**config.mk**
```make
export PLATFORM = sky130hd
export DESIGN_NAME = wam_game_core
export DESIGN_NICKNAME = d
export VERILOG_FILES = /design/src/rtl/wam_game_core.sv
export SDC_FILE = /design/constraint.sdc
export NUM_CORES = 1
export LEC_CHECK = 0
export CORE_ASPECT_RATIO = 0.9
export CORE_MARGIN = 1.5
export CORE_UTILIZATION = 61
export DETAILED_ROUTE_END_ITERATION = 8
export DONT_BUFFER_PORTS = 1
export PLACE_DENSITY_LB_ADDON = 0.05
export SKIP_CTS_REPAIR_TIMING = 1
export SLEW_MARGIN = 20
export SYNTH_ARGS = -nofsm -noshare
export SYNTH_HDL_FRONTEND = slang
export SYNTH_SLANG_ARGS = --single-unit
```
**constraint.sdc**
```tcl
create_clock -name clk -period 3.7 [get_ports clk]
set_clock_uncertainty 0.05 [all_clocks]
set_input_delay 0.74 -clock clk [delete_from_list [all_inputs] [get_ports clk]]
set_output_delay 0.74 -clock clk [all_outputs]
set_load 0.1 [all_outputs]
```
**src/rtl/wam_game_core.sv**
```systemverilog
// wam_game_core: whack-a-mole engine with LFSR mole, scoring, lockout and timer.
// Define WAM_HISCORE_EN to add the hi_score / new_record outputs.
module wam_game_core #(
    parameter int          N_HOLES      = 8,
    parameter int          POS_W        = 3,
    parameter int          SCORE_W      = 8,
    parameter int          TIME_W       = 5,
    parameter int          GAME_SECONDS = 20,
    parameter int          TICK_CYCLES  = 100000,
    parameter int          MOLE_CYCLES  = 25000,
    parameter int          LOCK_CYCLES  = 5000,
    parameter logic [15:0] LFSR_SEED    = 16'hACE1
) (
    input  logic               clk,
    input  logic               rst,
    input  logic               restart_game,
    input  logic [POS_W-1:0]   user_guess,
    input  logic               eval_now,
    output logic [POS_W-1:0]   mole_pos,
    output logic               mole_change,
    output logic               guess_now,
    output logic               guess_correct,
    output logic               guess_wrong,
    output logic [SCORE_W-1:0] score,
    output logic [TIME_W-1:0]  seconds,
    output logic               game_over,
    output logic [N_HOLES-1:0] led
`ifdef WAM_HISCORE_EN
    ,
    output logic [SCORE_W-1:0] hi_score,
    output logic               new_record
`endif
);
    localparam int TICK_W = $clog2(TICK_CYCLES + 1);
    localparam int MOLE_W = $clog2(MOLE_CYCLES + 1);
    localparam int LOCK_W = $clog2(LOCK_CYCLES + 1);
    localparam logic [TICK_W-1:0] TICK_LAST = TICK_W'(TICK_CYCLES - 1);
    localparam logic [MOLE_W-1:0] MOLE_LAST = MOLE_W'(MOLE_CYCLES - 1);
    localparam logic [LOCK_W-1:0] LOCK_LAST = LOCK_W'(LOCK_CYCLES - 1);
    localparam logic [POS_W:0]    HOLES     = (POS_W+1)'(N_HOLES);
    localparam logic [TIME_W-1:0] SECS_INIT = TIME_W'(GAME_SECONDS);
    localparam logic [TIME_W-1:0] SECS_ONE  = TIME_W'(1);

    typedef enum logic [1:0] {PLAY, LOCK, OVER} state_t;

    state_t             state_q, state_d;
    logic [15:0]        lfsr_q, lfsr_d;
    logic [TICK_W-1:0]  tick_q, tick_d;
    logic [MOLE_W-1:0]  mcnt_q, mcnt_d;
    logic [LOCK_W-1:0]  lock_q, lock_d;
    logic [POS_W-1:0]   mole_q, mole_d;
    logic [SCORE_W-1:0] score_q, score_d;
    logic [TIME_W-1:0]  secs_q, secs_d;
    logic               chg_q, chg_d;
    logic               corr_q, corr_d;
    logic               wrong_q, wrong_d;
    logic [POS_W:0]     cand;
    logic [POS_W-1:0]   next_pos;
    logic               tick_exp, mole_exp, move;
`ifdef WAM_HISCORE_EN
    logic [SCORE_W-1:0] hi_q, hi_d;
    logic               rec_q, rec_d;
`endif

    // Fold the LFSR slice into range, then step past the current hole
    always_comb begin
        cand = {1'b0, lfsr_q[POS_W-1:0]};
        if (cand >= HOLES) cand = cand - HOLES;
        if (cand == {1'b0, mole_q})
            cand = (cand == HOLES - 1'b1) ? '0 : cand + 1'b1;
        next_pos = cand[POS_W-1:0];
    end

    always_comb begin
        state_d  = state_q;
        lfsr_d   = {lfsr_q[0] ^ lfsr_q[2] ^ lfsr_q[3] ^ lfsr_q[5], lfsr_q[15:1]};
        tick_d   = tick_q;
        mcnt_d   = mcnt_q;
        lock_d   = lock_q;
        mole_d   = mole_q;
        score_d  = score_q;
        secs_d   = secs_q;
        chg_d    = 1'b0;
        corr_d   = 1'b0;
        wrong_d  = 1'b0;
        tick_exp = 1'b0;
        mole_exp = 1'b0;
        move     = 1'b0;
`ifdef WAM_HISCORE_EN
        hi_d     = hi_q;
        rec_d    = 1'b0;
`endif
        if (restart_game) begin
            state_d = PLAY;
            tick_d  = '0;
            mcnt_d  = '0;
            lock_d  = '0;
            mole_d  = '0;
            score_d = '0;
            secs_d  = SECS_INIT;
        end else if (state_q != OVER) begin
            tick_exp = (tick_q == TICK_LAST);
            tick_d   = tick_exp ? '0 : tick_q + 1'b1;
            if (tick_exp) secs_d = secs_q - 1'b1;
            // The final tick outranks both guesses and mole moves
            if (tick_exp && secs_q == SECS_ONE) begin
                state_d = OVER;
`ifdef WAM_HISCORE_EN
                if (score_q > hi_q) begin
                    hi_d  = score_q;
                    rec_d = 1'b1;
                end
`endif
            end else begin
                mole_exp = (mcnt_q == MOLE_LAST);
                mcnt_d   = mole_exp ? '0 : mcnt_q + 1'b1;
                move     = mole_exp;
                if (state_q == LOCK) begin
                    lock_d = lock_q + 1'b1;
                    if (lock_q == LOCK_LAST) begin
                        state_d = PLAY;
                        lock_d  = '0;
                    end
                end else if (eval_now) begin
                    if (user_guess == mole_q) begin
                        corr_d = 1'b1;
                        move   = 1'b1;
                        mcnt_d = '0;
                        if (score_q != {SCORE_W{1'b1}}) score_d = score_q + 1'b1;
                    end else begin
                        wrong_d = 1'b1;
                        state_d = LOCK;
                        lock_d  = '0;
                        if (score_q != '0) score_d = score_q - 1'b1;
                    end
                end
                if (move) begin
                    mole_d = next_pos;
                    chg_d  = 1'b1;
                end
            end
        end
    end

    always_ff @(posedge clk) begin
        if (rst) begin
            state_q <= PLAY;
            lfsr_q  <= LFSR_SEED;
            tick_q  <= '0;
            mcnt_q  <= '0;
            lock_q  <= '0;
            mole_q  <= '0;
            score_q <= '0;
            secs_q  <= SECS_INIT;
            chg_q   <= 1'b0;
            corr_q  <= 1'b0;
            wrong_q <= 1'b0;
`ifdef WAM_HISCORE_EN
            hi_q    <= '0;
            rec_q   <= 1'b0;
`endif
        end else begin
            state_q <= state_d;
            lfsr_q  <= lfsr_d;
            tick_q  <= tick_d;
            mcnt_q  <= mcnt_d;
            lock_q  <= lock_d;
            mole_q  <= mole_d;
            score_q <= score_d;
            secs_q  <= secs_d;
            chg_q   <= chg_d;
            corr_q  <= corr_d;
            wrong_q <= wrong_d;
`ifdef WAM_HISCORE_EN
            hi_q    <= hi_d;
            rec_q   <= rec_d;
`endif
        end
    end

    assign mole_pos      = mole_q;
    assign mole_change   = chg_q;
    assign guess_now     = (state_q == PLAY);
    assign guess_correct = corr_q;
    assign guess_wrong   = wrong_q;
    assign score         = score_q;
    assign seconds       = secs_q;
    assign game_over     = (state_q == OVER);
    assign led           = (state_q == OVER) ? '0 : N_HOLES'(1) << mole_q;
`ifdef WAM_HISCORE_EN
    assign hi_score      = hi_q;
    assign new_record    = rec_q;
`endif
endmodule

```
* After elaboration in Yosys (flattened, before gate mapping) *
Cells that the tools add are included.
W data, S select, Z words.

storage, ports and cells
  bits in registers = 82
  word-level logic and storage cells = 85

operators by class
  add/sub/neg operators = 7
  equal/unequal tests = 15
  shift-type cells = 1
  muxes and demuxes = 29
  bitwise operators = 7
  reduce and logical (&&, ||, !) cells = 15

operators by type and width
  operator                 number
  $mux W15                 4
  $mux W13                 4
  $mux W8                  4
  $add A17 B1 Y17 const B  1
  $eq A17 B17 Y1 const B   1
  $mux W17                 1
  $add A15 B1 Y15 const B  1
  $eq A15 B15 Y1 const B   1
  $add A13 B1 Y13 const B  1
  $eq A13 B13 Y1 const B   1
  $mux W2                  5
  $mux W1                  9
  $add A8 B1 Y8 const B    1
  $ne A8 B8 Y1 const B     1
  $reduce_and A4 Y1        2
  $reduce_bool A8 Y1       1
  $shl A1 B3 Y8 const A    1
  $sub A8 B1 Y8 const B    1
  $eq A3 B3 Y1             2
  $mux W3                  2
  $reduce_and A6 Y1        1
  $reduce_or A6 Y1         1
  $eq A5 B1 Y1 const B     1
  $sub A5 B1 Y5 const B    1
  18 further kinds         26

* Depth between registers and ports, before layout *
Gate-level depths: netlist of the first run.

  word-level depth = 8
  mapped depth = 13

* Least setup slack after synthesis of the first run *
Ideal clock, no wire load.

  path kind = reg2out
  start = reg state_q[0]
  end = out led[0]
  arrival = 4.275 ns
  required time = 2.910 ns
  path slack = -1.365 ns
  cell stages (with the launch flop) = 6
  cell sequence = dfxtp_1 -> nand2b_1 -> buf_2 -> inv_1 -> clkbuf_1 -> nor4_1

between the ends
  word-level cells in the longest chain between the ends = 2

ends and longest elaborated chain
  what                      RTL line  RTL
  start: declaration        46        state_t state_q, state_d;
  start signal: assignment  163       state_q <= state_d;
  $eq A2 B2 Y1              -
  net game_over             26        output logic game_over,
  $mux W8                   189       assign led = (state_q == OVER) ? '0 : N_HOLES'(1) << mole_q;
  end: declaration          27        output logic [N_HOLES-1:0] led

The timed path passes the listed nets, and every way through them passes these cells.

* Final worst setup path of the first run *
  start = in user_guess[1]
  end = reg score_q[7], in the netlist score[7]

between the ends
  word-level cells in the longest chain between the ends = 3
  elaborated cells on any way between the ends = 5

ends and longest elaborated chain
  what                                                                 RTL line  RTL
  start: declaration                                                   17        input logic [POS_W-1:0] user_guess,
  $eq A3 B3 Y1 (*)                                                     125       if (user_guess == mole_q) begin
  $ne A2 B1 Y1 (no line) / $reduce_bool A2 Y1 (equally long branches)  -
  $reduce_and A6 Y1 (no line)                                          -
  end signal: assignment                                               169       score_q <= score_d;
  end: declaration                                                     52        logic [SCORE_W-1:0] score_q, score_d;

Mark *: on every way between the ends. The rest lies on a longest branch, timed or not.
A chain may end at the register's enable or synchronous reset.

==> flow_summary.toml, run 1 <==
[timing]
worst_slack_ns = 0.931
clock.fmax_mhz = 361
setup_violations = 0
hold_ws_ns = 0.365
relSlewSlack = 0.273
finalSetupTns_ns = 0
hold_violations = 0
finalCritPeriodShare = 0.748
worstMarginPinSlew_ns = 1.09
rsz0062_at_grt = "no"
fin_crit_ns = 2.77
maxSlewViolCount = 0

[layout]
area_delta_synth_final_pct = 11.9
drive_gt1_frac = 0.136
mostFrequentLayoutCells = "82 x dfxtp_1, 62 x nor2_1, 38 x nand2_1"
stdcell_count = 573
diodes = 0
final_common_cell = "dfxtp_1"
final_nets = 499

[pwr]
seq_power_share = 0.537
power_frac_clock = 0.314
powerDensity_nw_per_um2 = 390
p_leak_nw = 1.58
pwr-share-comb = 0.150
ir_drop_mv = 0.252
p_sw_frac = 0.284
p_total_mw = 1.72
p_int_mw = 1.23
power.switching_mw = 0.490

[detailed_routing]
vias_per_cell = 5.58
drtIter0Drc = 160
ant_nets = 0
drtPass1Iterations = 5
vias = 3200
drc_errors = 0
routed_wl_mm = 7.69
routedWlPerCell_um = 13.4

[synthesis]
synth_fa_ha_area_frac = 0.0317
synth_ff_type = "dfxtp_1"
synthMuxAreaShare = 0.0139
synthTopCellsByArea = "dfxtp_1 42%, xnor2_1 7.3%, nor2_1 6.3%"
ys_types = 53
synth_top_area_frac = 0.416
syn_area_sq_um = 3950
synth_xor_area_frac = 0.120
async_flop_share = 0
synthCells = 462
synth.avg_cell_area_sq_um = 8.54
synth_nets = 479
yosys.area_share.simple = 0.293
synth_edf_count = 0
ys_seq_area_frac = 0.416
synth_top_family_by_area = "simple AND/OR/NAND/NOR gates"
synth-seq-cells = 82
yosysWarnings = 0
synth_compound_area_frac = 0.0878
yosysTopAreaCell = "dfxtp_1"

[floorplan]
die-area_sq_um = 6960
die_h_um = 79.3
pin_count = 36
die_w_um = 87.8
initial_core_util = 0.639
core_sq_um = 6180
fp-row-count = 27

[clock_network]
cts.sinks = 82
h-tree-depth = 3
clk_latency_ns = 0.34
cts_root_buf = "clkbuf_8"
path_clk_slew_ns = 0.08
tritoncts = "done"
cts_made_buffers = 9
clock_path_buffers = 2

[critical_path]
cp-end-kind = "register"
crit_type = "primary input to register"
cpPeakStageDelay_ns = 0.39
worstPathArrival_ns = 2.99
cp_max_fo = 13
critPathSlowestCell = "a311o_1"
critPathLaunchType = "primary input"
crit_chain = "xnor2_1 > and3_1 > inv_2 > ha_1 > nand2_1 > a41oi_1 > a311o_1 > o311a_1 > or3_1 > a21oi_1"
crit_required_ns = 3.92

[place]
routabilityCongestion = 0.911
hpwlAfterDp_mm = 5.53
placedCellCount = 558
post-place-ws_ns = 0.597
portBuffers = 0

[global_routing]
grt_pass1_wl_mm = 13.2
grt-ovfl-total = 0
grt_pass1_vias = 3031
grt_antenna_before_repair = 0
grt_usage = 0.238
grt_max_degree = 27

[outcome]
status = "complete, no violations"

[flow_run]
drv_cap = 0

[min_path]
hp-class = "register to register"
==> cell usage after synthesis, types with 2 or more instances <==
| library cell | count |
|---|---|
| nand2b_1 | 6 |
| o21ai_0 | 9 |
| and2_1 | 3 |
| clkbuf_1 | 8 |
| inv_1 | 11 |
| or3_1 | 10 |
| nor2_1 | 66 |
| xnor2_1 | 33 |
| dfxtp_1 | 82 |
| nand2_1 | 38 |
| xor2_1 | 21 |
| nor4_1 | 8 |
| buf_6 | 4 |
| nor4b_1 | 4 |
| mux2i_1 | 4 |
| nor2b_1 | 10 |
| a31oi_1 | 4 |
| a211oi_1 | 2 |
| o22a_1 | 2 |
| o21ai_1 | 2 |
| and3_1 | 2 |
| a21oi_1 | 19 |
| buf_2 | 5 |
| a41oi_1 | 2 |
| nand4bb_1 | 2 |
| nand3_1 | 28 |
| o22ai_1 | 3 |
| or4_1 | 5 |
| nor3_1 | 19 |
| nand4_1 | 11 |
| or2_2 | 8 |
| ha_1 | 10 |
==> final cells by class <==
type,count,area [sq um]
Clock buffer,10,128
Multi-Input combinational cell,350,2210
Fill cell,495,1760
Inverter,12,45.0
Clock inverter,5,32.5
Sequential cell,82,1640
Tap cell,87,109
Timing Repair Buffer,27,255
==> cells by family after synthesis <==
group                    count (synthesis)
AND/OR/NAND/NOR                        227
flip-flops                              82
XOR/XNOR                                54
adder cells (fa/ha/maj)                 10
buffers and inverters                   30
AO/OA/AOI/OAI                           54
multiplexers                             5
==> flip-flops by register name, summed over array words and instances (netlist names) <==
| register | cells |
|---|---|
| mole_pos | 3 |
| lfsr_q | 16 |
| guess_wrong | 1 |
| mole_change | 1 |
| score | 8 |
| lock_q | 13 |
| guess_correct | 1 |
| mcnt_q | 15 |
| seconds | 5 |
| tick_q | 17 |
| state_q | 2 |
==> worst paths after layout <==
| check | startpoint | to | slack (ns) | cells after the start |
|---|---|---|---|---|
| worst max-delay path | user_guess[1] | score[7] | 0.93 | 10 |
| worst min-delay path | lfsr_q[6] | lfsr_q[5] | 0.37 | 1 |
| worst max register to register | mole_pos[1] | score[7] | 0.97 | 10 |
| worst min register to register | lfsr_q[6] | lfsr_q[5] | 0.37 | 1 |
==> routing by layer <==
layer / routed length (um) / track usage
met5: 0 / 0
met4: 44 / 0.0794
met3: 441 / 0.0603
met2: 3600 / 0.381
met1: 3610 / 0.312
==> through the flow <==
step | util | area (sq um)
3_3_place_gp | 0.689 | 4260
2_1_floorplan | - | 3960
6_report | 0.715 | 4420
5_1_grt | 0.715 | 4420
4_1_cts | 0.715 | 4420
3_5_place_dp | 0.689 | 4260
==> power by group through the flow <==
stage | Combinational [mW] | Sequential (mW) | Clock [mW]
3_3_place_gp | 0.252 | 0.945 | 0
6_report | 0.258 | 0.925 | 0.541
2_1_floorplan | 0.160 | 0.998 | 0
3_5_place_dp | 0.257 | 0.946 | 0
4_1_cts | 0.259 | 0.925 | 0.554
5_1_grt | 0.283 | 0.929 | 0.584
==> worst max-delay path: cells and delay by family <==
kind | cells | cell delay (ns)
AO/OA/AOI/OAI | 4 | 0.95
XOR/XNOR | 1 | 0.18
adder cells (fa/ha/maj) | 1 | 0.37
buffers and inverters | 1 | 0.12
AND/OR/NAND/NOR | 3 | 0.63
No activity file was read; power rests on OpenSTA's default activity.
==> run 2: changes to the inputs <==
clock period = 2.8 ns   (was 3.7 ns; I/O delays follow)
==> flow_summary.toml, run 2 (synthesis gave the netlist of run 1 again) <==
[critical_path]
r2r_slack_ns = 0.31
cp-end-kind = "register"
r2r_start = "tick_q[0]"
r2r_cells = 7
cp_max_fo = 11
crit_required_ns = 2.96
r2r-end = "lock_q[0]"
worstPathArrival_ns = 2.65
critPathLaunchType = "register"
crit_type = "register to register"

[place]
portBuffers = 0
hpwlAfterDp_mm = 5.86
post-place-ws_ns = 0.232
placedCellCount = 565
routabilityCongestion = 0.842

[clock_network]
h-tree-depth = 3
path_clk_slew_ns = 0.08
clock_path_buffers = 2
clk_latency_ns = 0.35
cts_made_buffers = 9
cts.sinks = 82
tritoncts = "done"
cts_root_buf = "clkbuf_8"

[pwr]
p_leak_nw = 1.63
p_int_mw = 1.73
ir_drop_mv = 0.510
pwr-share-comb = 0.147
seq_power_share = 0.518
power.switching_mw = 0.641
power_frac_clock = 0.335
p_sw_frac = 0.270
powerDensity_nw_per_um2 = 521

[global_routing]
grt_max_degree = 22
grt_antenna_before_repair = 0
grt_pass1_vias = 3110
grt_pass1_wl_mm = 14.3
grt-ovfl-total = 0
grt_usage = 0.259

[timing]
maxSlewViolCount = 0
rsz0062_at_grt = "no"
worst_slack_ns = 0.308
setup_violations = 0
relSlewSlack = 0.377
finalCritPeriodShare = 0.890
worstMarginPinSlew_ns = 0.934
fin_crit_ns = 2.49
hold_violations = 0
clock.fmax_mhz = 401

[floorplan]
die_w_um = 87.8
initial_core_util = 0.639
die_h_um = 79.3
die-area_sq_um = 6960
pin_count = 36
core_sq_um = 6180
fp-row-count = 27

[layout]
final_nets = 506
regMostFlops = "tick_q"
diodes = 0
drive_gt1_frac = 0.160
area_delta_synth_final_pct = 15.3
stdcell_count = 580
mostFrequentLayoutCells = "79 x dfxtp_1, 62 x nor2_1, 38 x nand2_1"
largest_register_ffs = 17
final_common_cell = "dfxtp_1"
reg_top3 = "tick_q: 17 flops, lfsr_q: 16 flops, mcnt_q: 15 flops"

[detailed_routing]
drc_errors = 0
drtIter0Drc = 160
vias_per_cell = 5.58
routedWlPerCell_um = 14.1
vias = 3234
drtPass1Iterations = 4
ant_nets = 0
routed_wl_mm = 8.16

[min_path]
whs_path_depth = 1
hp-class = "primary input to register"
min_to = "lfsr_q[2]"
min_from = "rst"

[flow_run]
drv_cap = 0

[outcome]
status = "complete, no violations"
[run 2: worst max-delay path by stage]
| stage | to | start | depth (start not counted) | slack, ns |
|---|---|---|---|---|
| 2_1_floorplan | led[1] | state_q[0] | 5 | -0.29 |
| 4_1_cts | lock_q[0] | tick_q[0] | 7 | 0.29 |
| 6_report | lock_q[0] | tick_q[0] | 7 | 0.31 |
| 5_1_grt | lock_q[0] | tick_q[0] | 7 | 0.05 |
| 3_5_place_dp | score[7] | user_guess[0] | 10 | 0.23 |
| 3_3_place_gp | score[7] | user_guess[2] | 10 | 0.27 |
[run 2: worst max-delay path, cell delays in order (launching register included)]
cell and delay, ns:
dfxtp_1 0.33, ha_1 0.24, nand4b_1 0.15, nor4_4 0.09, a21oi_1 0.68, nand2_1 0.22, o21ai_1 0.49, nor2_1 0.11
[run 2: layout make-up]
class	count	area, sq um
inverters	12	45.0
clock buffers	11	131
flip-flops and latches	82	1650
well taps	87	109
fillers	499	1630
multi-input cells	350	2260
clock inverters	4	45.0
repair buffers	34	305
[run 2: per-layer routing]
layer	global-route usage	vias up	share of wire
met1	0.343	1483	0.47
met5	0	-	0
met4	0.0825	0	0.014
li1	-	1657	-
met2	0.407	82	0.46
met3	0.0717	12	0.057
[run 2: through the flow]
step                setup TNS (ns)  area (sq um)  power [mW]  utilization  hold slack (ns)
detailed placement               0          4370        1.60        0.708            0.350
CTS                              0          4550        2.39        0.736            0.206
finish                           0          4550        2.37        0.736            0.227
global placement                 0          4370        1.59        0.708            0.348
global route                     0          4550        2.47        0.736            0.207
floorplan                   -0.887          4040        1.53            -            0.339
[run 2: power groups by stage]
stage	clock (mW)	sequential (mW)	combinational [mW]
after detailed placement	0	1.25	0.345
final	0.793	1.23	0.349
after floorplan	0	1.32	0.217
after global placement	0	1.25	0.339
after global routing	0.863	1.23	0.374
after CTS	0.814	1.23	0.347
==> run 3: changes to the inputs <==
PLACE_DENSITY = 0.77   (was default)
PLACE_DENSITY_LB_ADDON = default   (was 0.05)
==> flow_summary.toml, run 3 (synthesis gave the netlist of run 1 again) <==
[critical_path]
cp-end-kind = "output pin"
cpMostUsedCell = "buf_4"
crit_type = "register to output pin"
crit_required_ns = 2.19
worstPathArrival_ns = 1.86
critPathLaunchType = "register"
cpPeakStageDelay_ns = 0.39
cp_max_fo = 8
crit_chain = "buf_4 > nand2_1 > nor3_4 > buf_4"
r2r_slack_ns = 0.34
critPathSlowestCell = "buf_4"

[clock_network]
tritoncts = "done"
path_clk_slew_ns = 0.07
clk_latency_ns = 0.36
clock_path_buffers = 2
h-tree-depth = 3
cts_made_buffers = 9
cts_root_buf = "clkbuf_8"
cts.sinks = 82

[pwr]
ir_drop_mv = 0.604
powerDensity_nw_per_um2 = 534
p_leak_nw = 1.64
p_total_mw = 2.45

[global_routing]
use_met2 = 0.445
grtUsageMet1 = 0.337
grt_max_degree = 22
grt_usage = 0.271
grt_antenna_before_repair = 0
grt_pass1_vias = 3206
gr-max-usage-layer = "met2"
grt-ovfl-total = 0
met3_usage = 0.0655
grt_pass1_wl_mm = 14.7

[detailed_routing]
drtIter0Drc = 149
drc_errors = 0
vias_per_cell = 5.74
ant_nets = 0
routed_wl_mm = 8.51
routedWlPerCell_um = 14.6
vias = 3337
drtPass1Iterations = 4

[place]
hpwlAfterDp_mm = 6.09
portBuffers = 0
routabilityCongestion = 0.848

[floorplan]
die-area_sq_um = 6960
initial_core_util = 0.639
die_h_um = 79.3
core_sq_um = 6180
fp-row-count = 27
pin_count = 36
die_w_um = 87.8

[layout]
diodes = 0
multi_input_area_sq_um = 2270
largest_register_ffs = 17
final_common_cell = "dfxtp_1"
n_fill_cell = 477
drive_gt1_frac = 0.166
seqCellArea_sq_um = 1650
regMostFlops = "tick_q"
mostFrequentLayoutCells = "79 x dfxtp_1, 62 x nor2_1, 38 x nand2_1"
area_delta_synth_final_pct = 16.1
final_util = 0.741
reg_top3 = "tick_q: 17 flops, lfsr_q: 16 flops, mcnt_q: 15 flops"
final_nets = 506

[outcome]
status = "complete, no violations"

[timing]
relSlewSlack = 0.379
finalSetupTns_ns = 0
hold_violations = 0
worstMarginPinSlew_ns = 0.930
clock.fmax_mhz = 405
fin_crit_ns = 2.47
rsz0062_at_grt = "no"
setup_violations = 0
maxSlewViolCount = 0
hold_ws_ns = 0.215
finalCritPeriodShare = 0.883

[min_path]
hp-class = "primary input to register"

[flow_run]
drv_cap = 0
## run 3: changes by cell type in the layout (fill, tap and decap cells not counted)
cell,delta
inv_4,+1
clkbuf_1,-1
clkbuf_8,+2
a21oi_1,-1
clkinvlp_4,+1
clkinv_2,-2
a21oi_2,+1
## run 3: where the power goes
part	total, mW	switching, mW	leakage, nW	internal, mW
clock	0.872	0.412	0.103	0.460
combinational	0.348	0.216	0.867	0.132
sequential	1.23	0.0356	0.669	1.19
## run 3: final timing paths
kind | start | endpoint | cells after the start
setup reg to reg | tick_q[8] | mole_pos[0] | 6
setup / recovery | mole_pos[2] | led[4] | 4
hold / removal | rst | lfsr_q[2] | 1
hold reg to reg | lfsr_q[14] | lfsr_q[13] | 1
## run 3: critical path: cells and delay by family, from the launching register on
family                 cells  cell delay [ns]
and+or+nand+nor            2             0.43
DFF                        1             0.36
buffers and inverters      2             0.70
## run 3: final cells by class
| class | count | area share |
|---|---|---|
| Clock buffer | 12 | 0.0339 |
| Clock inverter | 4 | 0.0106 |
| Inverter | 12 | 0.00983 |
| Multi-Input combinational cell | 350 | 0.495 |
| Sequential cell | 82 | 0.361 |
| Tap cell | 87 | 0.0238 |
| Timing Repair Buffer | 34 | 0.0666 |
## run 3: metrics by stage
stage	std cells	cell area, sq um	worst slack (ns)
CTS	581	4580	0.254
finish	581	4580	0.328
detailed placement	565	4370	0.203
floorplan	462	4040	-0.293
global placement	565	4370	0.282
global route	581	4580	0.128
## run 3: metal layers
metal,share of wire,up-vias
met1,0.44,1581
met2,0.49,79
met3,0.046,20
li1,-,1657
met5,0,-
met4,0.018,0
